<file path="config.mk">
export PLATFORM = sky130hd
export DESIGN_NAME = exu_lsu
export DESIGN_NICKNAME = d
export VERILOG_FILES = /design/src/rtl/lsu_pkg.sv /design/src/rtl/lsu_load_align.sv /design/src/rtl/exu_lsu.sv
export SDC_FILE = /design/constraint.sdc
export NUM_CORES = 1
export LEC_CHECK = 0
export ABC_AREA = 1
export BUFFER_PORTS_ARGS = -buffer_cell sky130_fd_sc_hd__buf_4
export CORE_MARGIN = 2
export CORE_UTILIZATION = 25
export DETAILED_ROUTE_END_ITERATION = 12
export GPL_ROUTABILITY_DRIVEN = 0
export HOLD_SLACK_MARGIN = 0.06
export PLACE_DENSITY = 0.51
export SLEW_MARGIN = 20
export SYNTH_ARGS = -nofsm -noshare
export SYNTH_HDL_FRONTEND = slang
export SYNTH_HIERARCHICAL = 1
export SYNTH_SLANG_ARGS = --single-unit
</file>
<file path="constraint.sdc">
create_clock -name clk -period 2.2 [get_ports clk]
set_input_delay 0.33 -clock clk [delete_from_list [all_inputs] [get_ports clk]]
set_output_delay 0.33 -clock clk [all_outputs]
set_load 0.03 [all_outputs]
</file>
<file path="src/rtl/lsu_pkg.sv">
// Shared load/store unit definitions: opcodes, access-size codes, FSM state
// encoding and the rv32i immediate decoders.
`ifndef RV_XLEN
`define RV_XLEN 32
`endif

package lsu_pkg;

  typedef logic [31:0] rv32i_inst_t;

  localparam logic [6:0] OPC_LOAD  = 7'b0000011;
  localparam logic [6:0] OPC_STORE = 7'b0100011;

  // funct3[1:0] access size; any 1x code is a word access
  localparam logic [1:0] SZ_BYTE = 2'b00;
  localparam logic [1:0] SZ_HALF = 2'b01;

  typedef enum logic [1:0] {
    LSU_IDLE = 2'd0,
    LSU_REQ  = 2'd1,
    LSU_RSP  = 2'd2,
    LSU_DONE = 2'd3
  } lsu_state_e;

  function automatic logic [`RV_XLEN-1:0] i_imm_decode(input logic [11:0] imm_i);
    return {{20{imm_i[11]}}, imm_i};
  endfunction

  function automatic logic [`RV_XLEN-1:0] s_imm_decode(input logic [6:0] imm_hi,
                                                       input logic [4:0] imm_lo);
    return {{20{imm_hi[6]}}, imm_hi, imm_lo};
  endfunction

endpackage

</file>
<file path="src/rtl/lsu_load_align.sv">
// Load lane extraction: selects the addressed byte/half of the read word and
// sign- or zero-extends it (funct3[2] = 1 selects zero-extension).
`ifndef RV_XLEN
`define RV_XLEN 32
`endif

module lsu_load_align
  import lsu_pkg::*;
(
  input  logic [`RV_XLEN-1:0] rdata,
  input  logic [1:0]          addr_lo,
  input  logic [2:0]          funct3,
  output logic [`RV_XLEN-1:0] result
);

  logic [7:0]  byte_s;
  logic [15:0] half_s;

  always_comb begin
    byte_s = rdata[{addr_lo, 3'b000} +: 8];
    half_s = addr_lo[1] ? rdata[31:16] : rdata[15:0];
    case (funct3[1:0])
      SZ_BYTE: result = {{24{~funct3[2] & byte_s[7]}}, byte_s};
      SZ_HALF: result = {{16{~funct3[2] & half_s[15]}}, half_s};
      default: result = rdata;
    endcase
  end

endmodule

</file>
<file path="src/rtl/exu_lsu.sv">
// rv32i load/store unit: one outstanding transaction on a valid/ready data bus.
// With RV_LSU_MISALIGN_EXC_EN defined, misaligned half/word accesses fault without a bus cycle.
`ifndef RV_XLEN
`define RV_XLEN 32
`endif

module exu_lsu
  import lsu_pkg::*;
(
  input  logic                clk,
  input  logic                rst,
  input  logic                req_vld,
  output logic                req_rdy,
  input  logic [31:0]         req_inst,
  input  logic [`RV_XLEN-1:0] req_rs1,
  input  logic [`RV_XLEN-1:0] req_rs2,
  output logic                mem_req_vld,
  input  logic                mem_req_rdy,
  output logic [`RV_XLEN-1:0] mem_req_addr,
  output logic                mem_req_we,
  output logic [3:0]          mem_req_be,
  output logic [`RV_XLEN-1:0] mem_req_wdata,
  input  logic                mem_rsp_vld,
  input  logic [`RV_XLEN-1:0] mem_rsp_rdata,
  output logic                done_vld,
  output logic                done_is_load,
  output logic [4:0]          done_rd,
  output logic [`RV_XLEN-1:0] done_data,
  output logic                done_misalign
);

  lsu_state_e          state_q, state_d;
  logic [`RV_XLEN-1:0] addr_q, addr_d, wdata_q, wdata_d, done_data_q, done_data_d;
  logic [2:0]          funct3_q, funct3_d;
  logic [4:0]          rd_q, rd_d, done_rd_q, done_rd_d;
  logic [3:0]          be_q, be_d;
  logic                is_load_q, is_load_d, we_q, we_d, done_is_load_q, done_is_load_d;

  rv32i_inst_t         inst_s;
  logic [`RV_XLEN-1:0] eff_addr_s, req_wdata_s, load_val_s;
  logic [3:0]          req_be_s;
  logic                req_is_load_s, req_is_store_s, req_fire_s;
  logic                unused_rs1_field_s;

  assign inst_s             = req_inst;
  assign req_is_load_s      = (inst_s[6:0] == OPC_LOAD);
  assign req_is_store_s     = (inst_s[6:0] == OPC_STORE);
  assign eff_addr_s         = req_rs1 + (req_is_store_s ? s_imm_decode(inst_s[31:25], inst_s[11:7])
                                                        : i_imm_decode(inst_s[31:20]));
  assign req_fire_s         = req_vld & req_rdy;
  assign unused_rs1_field_s = ^inst_s[19:15];

  // Store lane steering; half accesses only look at addr[1], words at no low bits
  always_comb begin
    req_be_s    = 4'b1111;
    req_wdata_s = req_rs2;
    case (inst_s[13:12])
      SZ_BYTE: begin
        req_be_s    = 4'b0001 << eff_addr_s[1:0];
        req_wdata_s = {4{req_rs2[7:0]}};
      end
      SZ_HALF: begin
        req_be_s    = 4'b0011 << {eff_addr_s[1], 1'b0};
        req_wdata_s = {2{req_rs2[15:0]}};
      end
      default: begin
        req_be_s    = 4'b1111;
        req_wdata_s = req_rs2;
      end
    endcase
  end

`ifdef RV_LSU_MISALIGN_EXC_EN
  logic done_misalign_q, done_misalign_d, req_misalign_s;

  always_comb begin
    case (inst_s[13:12])
      SZ_BYTE: req_misalign_s = 1'b0;
      SZ_HALF: req_misalign_s = eff_addr_s[0];
      default: req_misalign_s = |eff_addr_s[1:0];
    endcase
  end

  assign done_misalign = done_misalign_q;
`else
  assign done_misalign = 1'b0;
`endif

  lsu_load_align u_load_align (
    .rdata   (mem_rsp_rdata),
    .addr_lo (addr_q[1:0]),
    .funct3  (funct3_q),
    .result  (load_val_s)
  );

  always_comb begin
    state_d        = state_q;
    addr_d         = addr_q;
    funct3_d       = funct3_q;
    rd_d           = rd_q;
    is_load_d      = is_load_q;
    we_d           = we_q;
    be_d           = be_q;
    wdata_d        = wdata_q;
    done_data_d    = done_data_q;
    done_rd_d      = done_rd_q;
    done_is_load_d = done_is_load_q;
`ifdef RV_LSU_MISALIGN_EXC_EN
    done_misalign_d = done_misalign_q;
`endif
    case (state_q)
      LSU_IDLE: begin
        if (req_fire_s) begin
          addr_d    = eff_addr_s;
          funct3_d  = inst_s[14:12];
          rd_d      = inst_s[11:7];
          is_load_d = req_is_load_s;
          we_d      = req_is_store_s;
          be_d      = req_be_s;
          wdata_d   = req_wdata_s;
          state_d   = LSU_REQ;
`ifdef RV_LSU_MISALIGN_EXC_EN
          // Faulting access never reaches the bus; report the effective address
          if (req_misalign_s) begin
            done_data_d     = eff_addr_s;
            done_rd_d       = req_is_load_s ? inst_s[11:7] : 5'd0;
            done_is_load_d  = req_is_load_s;
            done_misalign_d = 1'b1;
            state_d         = LSU_DONE;
          end
`endif
        end
      end
      LSU_REQ: begin
        if (mem_req_rdy) state_d = LSU_RSP;
      end
      LSU_RSP: begin
        if (mem_rsp_vld) begin
          done_data_d    = is_load_q ? load_val_s : {`RV_XLEN{1'b0}};
          done_rd_d      = is_load_q ? rd_q : 5'd0;
          done_is_load_d = is_load_q;
`ifdef RV_LSU_MISALIGN_EXC_EN
          done_misalign_d = 1'b0;
`endif
          state_d        = LSU_DONE;
        end
      end
      LSU_DONE: state_d = LSU_IDLE;
      default:  state_d = LSU_IDLE;
    endcase
  end

  always_ff @(posedge clk) begin
    if (rst) begin
      state_q        <= LSU_IDLE;
      addr_q         <= {`RV_XLEN{1'b0}};
      funct3_q       <= 3'd0;
      rd_q           <= 5'd0;
      is_load_q      <= 1'b0;
      we_q           <= 1'b0;
      be_q           <= 4'd0;
      wdata_q        <= {`RV_XLEN{1'b0}};
      done_data_q    <= {`RV_XLEN{1'b0}};
      done_rd_q      <= 5'd0;
      done_is_load_q <= 1'b0;
`ifdef RV_LSU_MISALIGN_EXC_EN
      done_misalign_q <= 1'b0;
`endif
    end else begin
      state_q        <= state_d;
      addr_q         <= addr_d;
      funct3_q       <= funct3_d;
      rd_q           <= rd_d;
      is_load_q      <= is_load_d;
      we_q           <= we_d;
      be_q           <= be_d;
      wdata_q        <= wdata_d;
      done_data_q    <= done_data_d;
      done_rd_q      <= done_rd_d;
      done_is_load_q <= done_is_load_d;
`ifdef RV_LSU_MISALIGN_EXC_EN
      done_misalign_q <= done_misalign_d;
`endif
    end
  end

  assign req_rdy       = (state_q == LSU_IDLE) & ~rst;
  assign mem_req_vld   = (state_q == LSU_REQ);
  assign mem_req_addr  = {addr_q[`RV_XLEN-1:2], 2'b00};
  assign mem_req_we    = we_q;
  assign mem_req_be    = be_q;
  assign mem_req_wdata = wdata_q;
  assign done_vld      = (state_q == LSU_DONE);
  assign done_is_load  = done_is_load_q;
  assign done_rd       = done_rd_q;
  assign done_data     = done_data_q;

endmodule

</file>
==> results of run 1 <==
area by class of cell:
type	count	area (µm²)
clock buffer	17	425
tap	442	553
multi-input combinational	923	4650
fill	3616	21400
inverter	172	656
timing repair buffer	264	2020
clock inverter	14	178
sequential	118	2360
stage by stage:
| step | hold WS, ns | util |
|---|---|---|
| after floorplan | 0.440 | - |
| after global placement | 0.453 | 0.316 |
| after detailed placement | 0.457 | 0.316 |
| after CTS | 0.0902 | 0.335 |
| after global routing | 0.105 | 0.336 |
| final | 0.108 | 0.336 |
cells in the mapped netlist (all sizes together):
cell      n
fa        1
or2       7
xor2      1
a21oi    86
o22ai     3
nand2   514
o21bai    3
a22o      2
a22oi     8
xnor2    14
o21ai    60
clkbuf   14
a32oi     1
conb      1
nand3   101
inv     172
nor2     56
a31oi     2
and2      8
a21o      1
buf      64
o21a      1
o211ai    8
nor3      3
o31ai     1
ha       35
a211oi    1
nand4     3
dfxtp   118
worst max-delay path: stages:
cell,delay [ns]
buf_4,0.11
nor2_1,0.10
nand3_1,0.12
inv_2,0.09
nand3_4,0.09
inv_2,0.11
nand2_1,0.05
nand2_1,0.12
ha_1,0.26
nand2_1,0.10
nand2_1,0.10
nand3_1,0.09
nand2_1,0.09
nand2_1,0.10
nand2_2,0.10
nand2_1,0.10
nand2_1,0.05
nand2_1,0.06
nand3_1,0.06
nand2_1,0.06
inv_1,0.04
cell usage in the layout (no fill, tap or decap), types with 3 or more instances in the layout:
master     Yosys  routed
inv_2          8      10
dfxtp_1      118     118
nand2_1      490     488
buf_12         3       3
a22oi_1        8       8
and2_0         4       4
or2_1          3       3
clkbuf_16      0      17
nand3_1       77      75
o211ai_1       8       8
nor2_1        43      41
nor2_4         4       4
inv_1        162     160
buf_4         36     261
o21ai_1        8       8
xnor2_1       14      14
nor2_2         9      11
nand4_1        3       3
clkinv_4       0       5
o22ai_1        3       3
or2_2          3       3
clkinv_2       0       3
o21ai_0       52      52
nand3_2       24      25
nand2_4        4       5
conb_1         1       3
nand2_2       20      21
ha_1          35      34
bufinv_16      0       3
a21oi_1       85      84
and2_4         3       3
per-layer routing:
| metal | share of wire | vias up |
|---|---|---|
| li1 | - | 4420 |
| met1 | 0.44 | 3824 |
| met2 | 0.49 | 189 |
| met3 | 0.058 | 21 |
| met4 | 0.011 | 4 |
| met5 | 0.00086 | - |
worst max path at each step:
stage | from | end | slack, ns | cells after the start
global placement | req_inst[3] | addr_q[30] | -0.23 | 20
global route | req_inst[3] | addr_q[29] | 0.01 | 21
finish | req_inst[3] | addr_q[29] | 0.20 | 21
floorplan | req_inst[3] | addr_q[16] | 0.005 | 17
CTS | req_inst[3] | addr_q[21] | 0.14 | 21
detailed placement | req_inst[3] | addr_q[21] | -0.31 | 21
state kept, by name, summed over array words and instances, names as in the netlist:
register and cells:
done_data 32, addr_q 32, rd_q 5, mem_req_we 1, mem_req_be 4, mem_req_wdata 32, is_load_q 1, funct3_q 3
done_rd 5, state_q 2, done_is_load 1
cells by family after synthesis:
kind of cell    share of synthesized area
simple gates                        0.373
flops                               0.290
other cells                      0.000461
xor+xnor                           0.0161
buf+inv                             0.144
compound gates                      0.119
fa+ha+maj                          0.0563
report_power, final:
group          leakage, nW  switching (W)  internal, W
clock network        0.299        0.00119      0.00179
logic                 4.36        0.00217      0.00125
registers            0.964       0.000208      0.00247
total                 5.63        0.00357      0.00552
what timing repair did:
item	4_1_cts	5_1_grt
hold buffers	0	0
setup buffers	0	1
resized for setup	0	9
endpoints found under the setup margin	0	15
==> flow_summary.toml, run 1 <==
[run_status]
status = "finished clean"

[pwr]
finalPower_w = 0.00908
vdd_drop_max_mv = 0.524
p_per_area_mw_per_mm2 = 838
power_leakage_nw = 5.63

[sta]
slew_viol_final = 0
period_minus_slack_ns = 2.00
fmax_ghz = 0.499
finClkSkew_ns = 0.00686
rsz0062_at_grt = "false"
final.setup.worst_slack_ns = 0.196
hold_violations = 0
tightest_slew_ns = 0.741
setup_viol = 0
fin_crit_sh = 0.911
fin_setup_tns_ns = 0
slew_headroom = 0.506

[synthesis]
synth_cell_type_count = 49
synth_area_mm2 = 0.00814
synth_seq_area_share = 0.290
yosys-top-cells-area = "dfxtp_1, nand2_1, inv_1, ha_1, a21oi_1"
netlist_instances = 1289
yosysTopAreaCellShare = 0.290
synth_top_area_cell = "dfxtp_1"
syn_avg_cell_area_um2 = 6.31
synth_seq_cells = 118
yosysWarnings = 6

[cells_and_area]
drive_above_1_share = 0.256
final_cells = 1950
diodes = 0
synthToLayoutAreaGrowth_pct = 33.2
final_cell_area_mm2 = 0.0108
nets = 1665

[place]
dp_hpwl_um = 21700
dp.cells = 1918
placed_area_mm2 = 0.0102
port_buffers = 235
pre_cts_ws_ns = -0.311

[floorplanning]
die-area_mm2 = 0.0340
fp.dieW_um = 184
core_area_mm2 = 0.0323
io_pins = 244
start_util = 0.252
placementRows = 66
dieHeight_um = 184

[setup_path]
reg2reg_slack_ns = 0.33
rr_endpoint = "addr_q[21]"
reg2reg_depth = 10
crit_fanout = 7
crit_required_ns = 2.53
cp-start-kind = "input pin"
worstSetupPathType = "input pin to flop"
end_kind = "flop"
arrival_ns = 2.33
rr_startpoint = "state_q[0]"

[run]
drv_cap = 0

[clock_tree]
root_buffer = "clkbuf_16"
clk_pin_slew_ns = 0.06
cts_tree = "yes"
insertion_delay_ns = 0.43
cts_buffers = 17
cts_sinks = 118
cts_max_level = 4
cts_buffer_depth = 2

[grt]
grt_pass1_wl_um = 43300
use_met1 = 0.202
grt_use_met3 = 0.0360
use_met2 = 0.292
antenna_found_initial = 2
first_global_vias = 8215
grt_max_degree = 64
grt_remaining_overflow = 0
busiest_layer = "met2"
grt_usage = 0.165

[drt]
final_antenna_net_count = 0
vias_per_cell = 4.34
drc = 0
wirelength_um = 28000
drt_iter0_drc = 471
vias = 8458
wl_per_cell_um = 14.4
drt_first_pass_iters = 5

[worst_hold_path]
min_path_type = "input pin to flop"
hp-start = "req_inst[14]"
hold_depth = 3
min_to = "funct3_q[2]"
(Power assumes the default switching activity.)
==> run 2: changes to the inputs <==
--- a/config.mk
+++ b/config.mk
@@ -7,12 +7,13 @@
 export LEC_CHECK = 0
 export ABC_AREA = 1
 export BUFFER_PORTS_ARGS = -buffer_cell sky130_fd_sc_hd__buf_4
-export CORE_MARGIN = 2
+export CELL_PAD_IN_SITES_DETAIL_PLACEMENT = 0
+export CELL_PAD_IN_SITES_GLOBAL_PLACEMENT = 1
 export CORE_UTILIZATION = 25
 export DETAILED_ROUTE_END_ITERATION = 12
 export GPL_ROUTABILITY_DRIVEN = 0
 export HOLD_SLACK_MARGIN = 0.06
-export PLACE_DENSITY = 0.51
+export PLACE_DENSITY = 0.68
 export SLEW_MARGIN = 20
 export SYNTH_ARGS = -nofsm -noshare
 export SYNTH_HDL_FRONTEND = slang
==> flow_summary.toml, run 2 (synthesis gave the netlist of run 1 again) <==
[grt]
grt_max_degree = 64
first_global_vias = 8177
grt_pass1_wl_um = 43100
grt_remaining_overflow = 0
antenna_found_initial = 0
grt_usage = 0.167

[pwr]
p_sw_frac = 0.399
p_per_area_mw_per_mm2 = 820
clkPwrFrac = 0.310
intPower_w = 0.00533
vdd_drop_max_mv = 0.549
switchingPower_w = 0.00354
seqPwrFrac = 0.302
combinationalPowerShare = 0.388
finalPower_w = 0.00888
power_leakage_nw = 5.61

[clock_tree]
root_buffer = "clkbuf_16"
cts_buffers = 17
cts_tree = "yes"
cts_max_level = 4
clk_pin_slew_ns = 0.07
cts_buffer_depth = 2
insertion_delay_ns = 0.41
cts_sinks = 118
ctsHoldBuffers = 0

[floorplanning]
fp.dieW_um = 182
placementRows = 65
core_area_mm2 = 0.0318
start_util = 0.256
die-area_mm2 = 0.0333
io_pins = 244
dieHeight_um = 182

[sta]
hold_violations = 0
fin_crit_sh = 0.911
slew_viol_final = 0
finClkSkew_ns = 0.0109
whs_ns = 0.111
period_minus_slack_ns = 2.00
tightest_slew_ns = 0.732
rsz0062_at_grt = "false"
setup_viol = 0
fmax_ghz = 0.499
fin_setup_tns_ns = 0
slew_headroom = 0.512
final.setup.worst_slack_ns = 0.196

[setup_path]
crit_required_ns = 2.51
crit_slowest_cell = "ha_1"
cp-start-kind = "input pin"
crit_path_max_incr_delay_ns = 0.37
worstSetupPathType = "input pin to flop"
rr_startpoint = "state_q[1]"
end_kind = "flop"
crit_chain = "buf_4, nor2_1, nand3_1, inv_1, nand3_4, nand2_1, nand2_1, ha_1, nand2_2, inv_1, nand3_1, nand2_1, nand2_1, nand2_2, nand2_1, nand3_1, nand3_1, nand2_1, inv_1"
reg2reg_slack_ns = 0.39
cp_common_cell = "nand2_1"
arrival_ns = 2.32
crit_start = "req_inst[3]"
crit_fanout = 7
reg2reg_depth = 9

[cells_and_area]
synthToLayoutAreaGrowth_pct = 33.1
final_cells = 1946
mostFrequentLayoutCells = "nand2_1, buf_4, inv_1, dfxtp_1, a21oi_1"
final_common_cell = "nand2_1"
drive_above_1_share = 0.257
diodes = 0
nets = 1667

[worst_hold_path]
hp-start = "req_inst[14]"
min_path_type = "input pin to flop"
hold_depth = 3

[drt]
vias = 8410
drc = 0
wirelength_um = 27700
wl_per_cell_um = 14.2
drt_iter0_drc = 365
final_antenna_net_count = 0
drt_first_pass_iters = 5
vias_per_cell = 4.32

[place]
dp.cells = 1914
dp_hpwl_um = 21700
port_buffers = 235
pre_cts_ws_ns = -0.305

[run_status]
status = "finished clean"

[run]
drv_cap = 0
[run 2: changes by cell type in the layout (fill, tap and decap cells not counted), sizes merged]
cell and change:
clkinvlp +5, buf +2, bufinv -2, clkbuf +2, clkinv -2, inv -2
[run 2: cell type report]
type                            count  area (µm²)
Clock buffer                       19         443
Clock inverter                     13         128
Fill cell                        3587       21000
Inverter                          172         656
Multi-Input combinational cell    923        4660
Sequential cell                   118        2360
Tap cell                          435         544
Timing Repair Buffer              266        2030
[run 2: power groups by stage]
stage	clock network, W	logic (W)	registers [W]
floorplan	0	0.00230	0.00290
global placement	0	0.00346	0.00273
detailed placement	0	0.00347	0.00273
CTS	0.00283	0.00348	0.00269
global route	0.00292	0.00378	0.00273
finish	0.00275	0.00344	0.00268
[run 2: stage by stage]
step | util | cell area (µm²)
after global placement | 0.321 | 10200
after floorplan | - | 8150
after global routing | 0.341 | 10800
after detailed placement | 0.321 | 10200
final | 0.341 | 10800
after CTS | 0.339 | 10800
[run 2: what timing repair did]
action / 4_1_cts / 5_1_grt
setup endpoints to repair: 0 / 20
setup buffers: 0 / 0
endpoints found under the hold margin: 0 / 0
gates resized for setup: 0 / 9
[run 2: path summary, 6_finish.rpt]
path | to
max | addr_q[21]
min | funct3_q[2]
max reg2reg | mem_req_wdata[23]
min reg2reg | done_data[14]
[run 2: metal layers]
layer | GRT usage | part of all wire | wire length, µm
met5 | 0 | 0 | 0
met4 | 0.0424 | 0.015 | 407
met3 | 0.0293 | 0.040 | 1100
met2 | 0.300 | 0.50 | 13900
met1 | 0.203 | 0.44 | 12300
[run 2: worst max-delay path: cells and delay by family]
| kind | cells | cell delay (ns) |
|---|---|---|
| simple gates | 14 | 1.28 |
| buf+inv | 4 | 0.34 |
| fa+ha+maj | 1 | 0.37 |
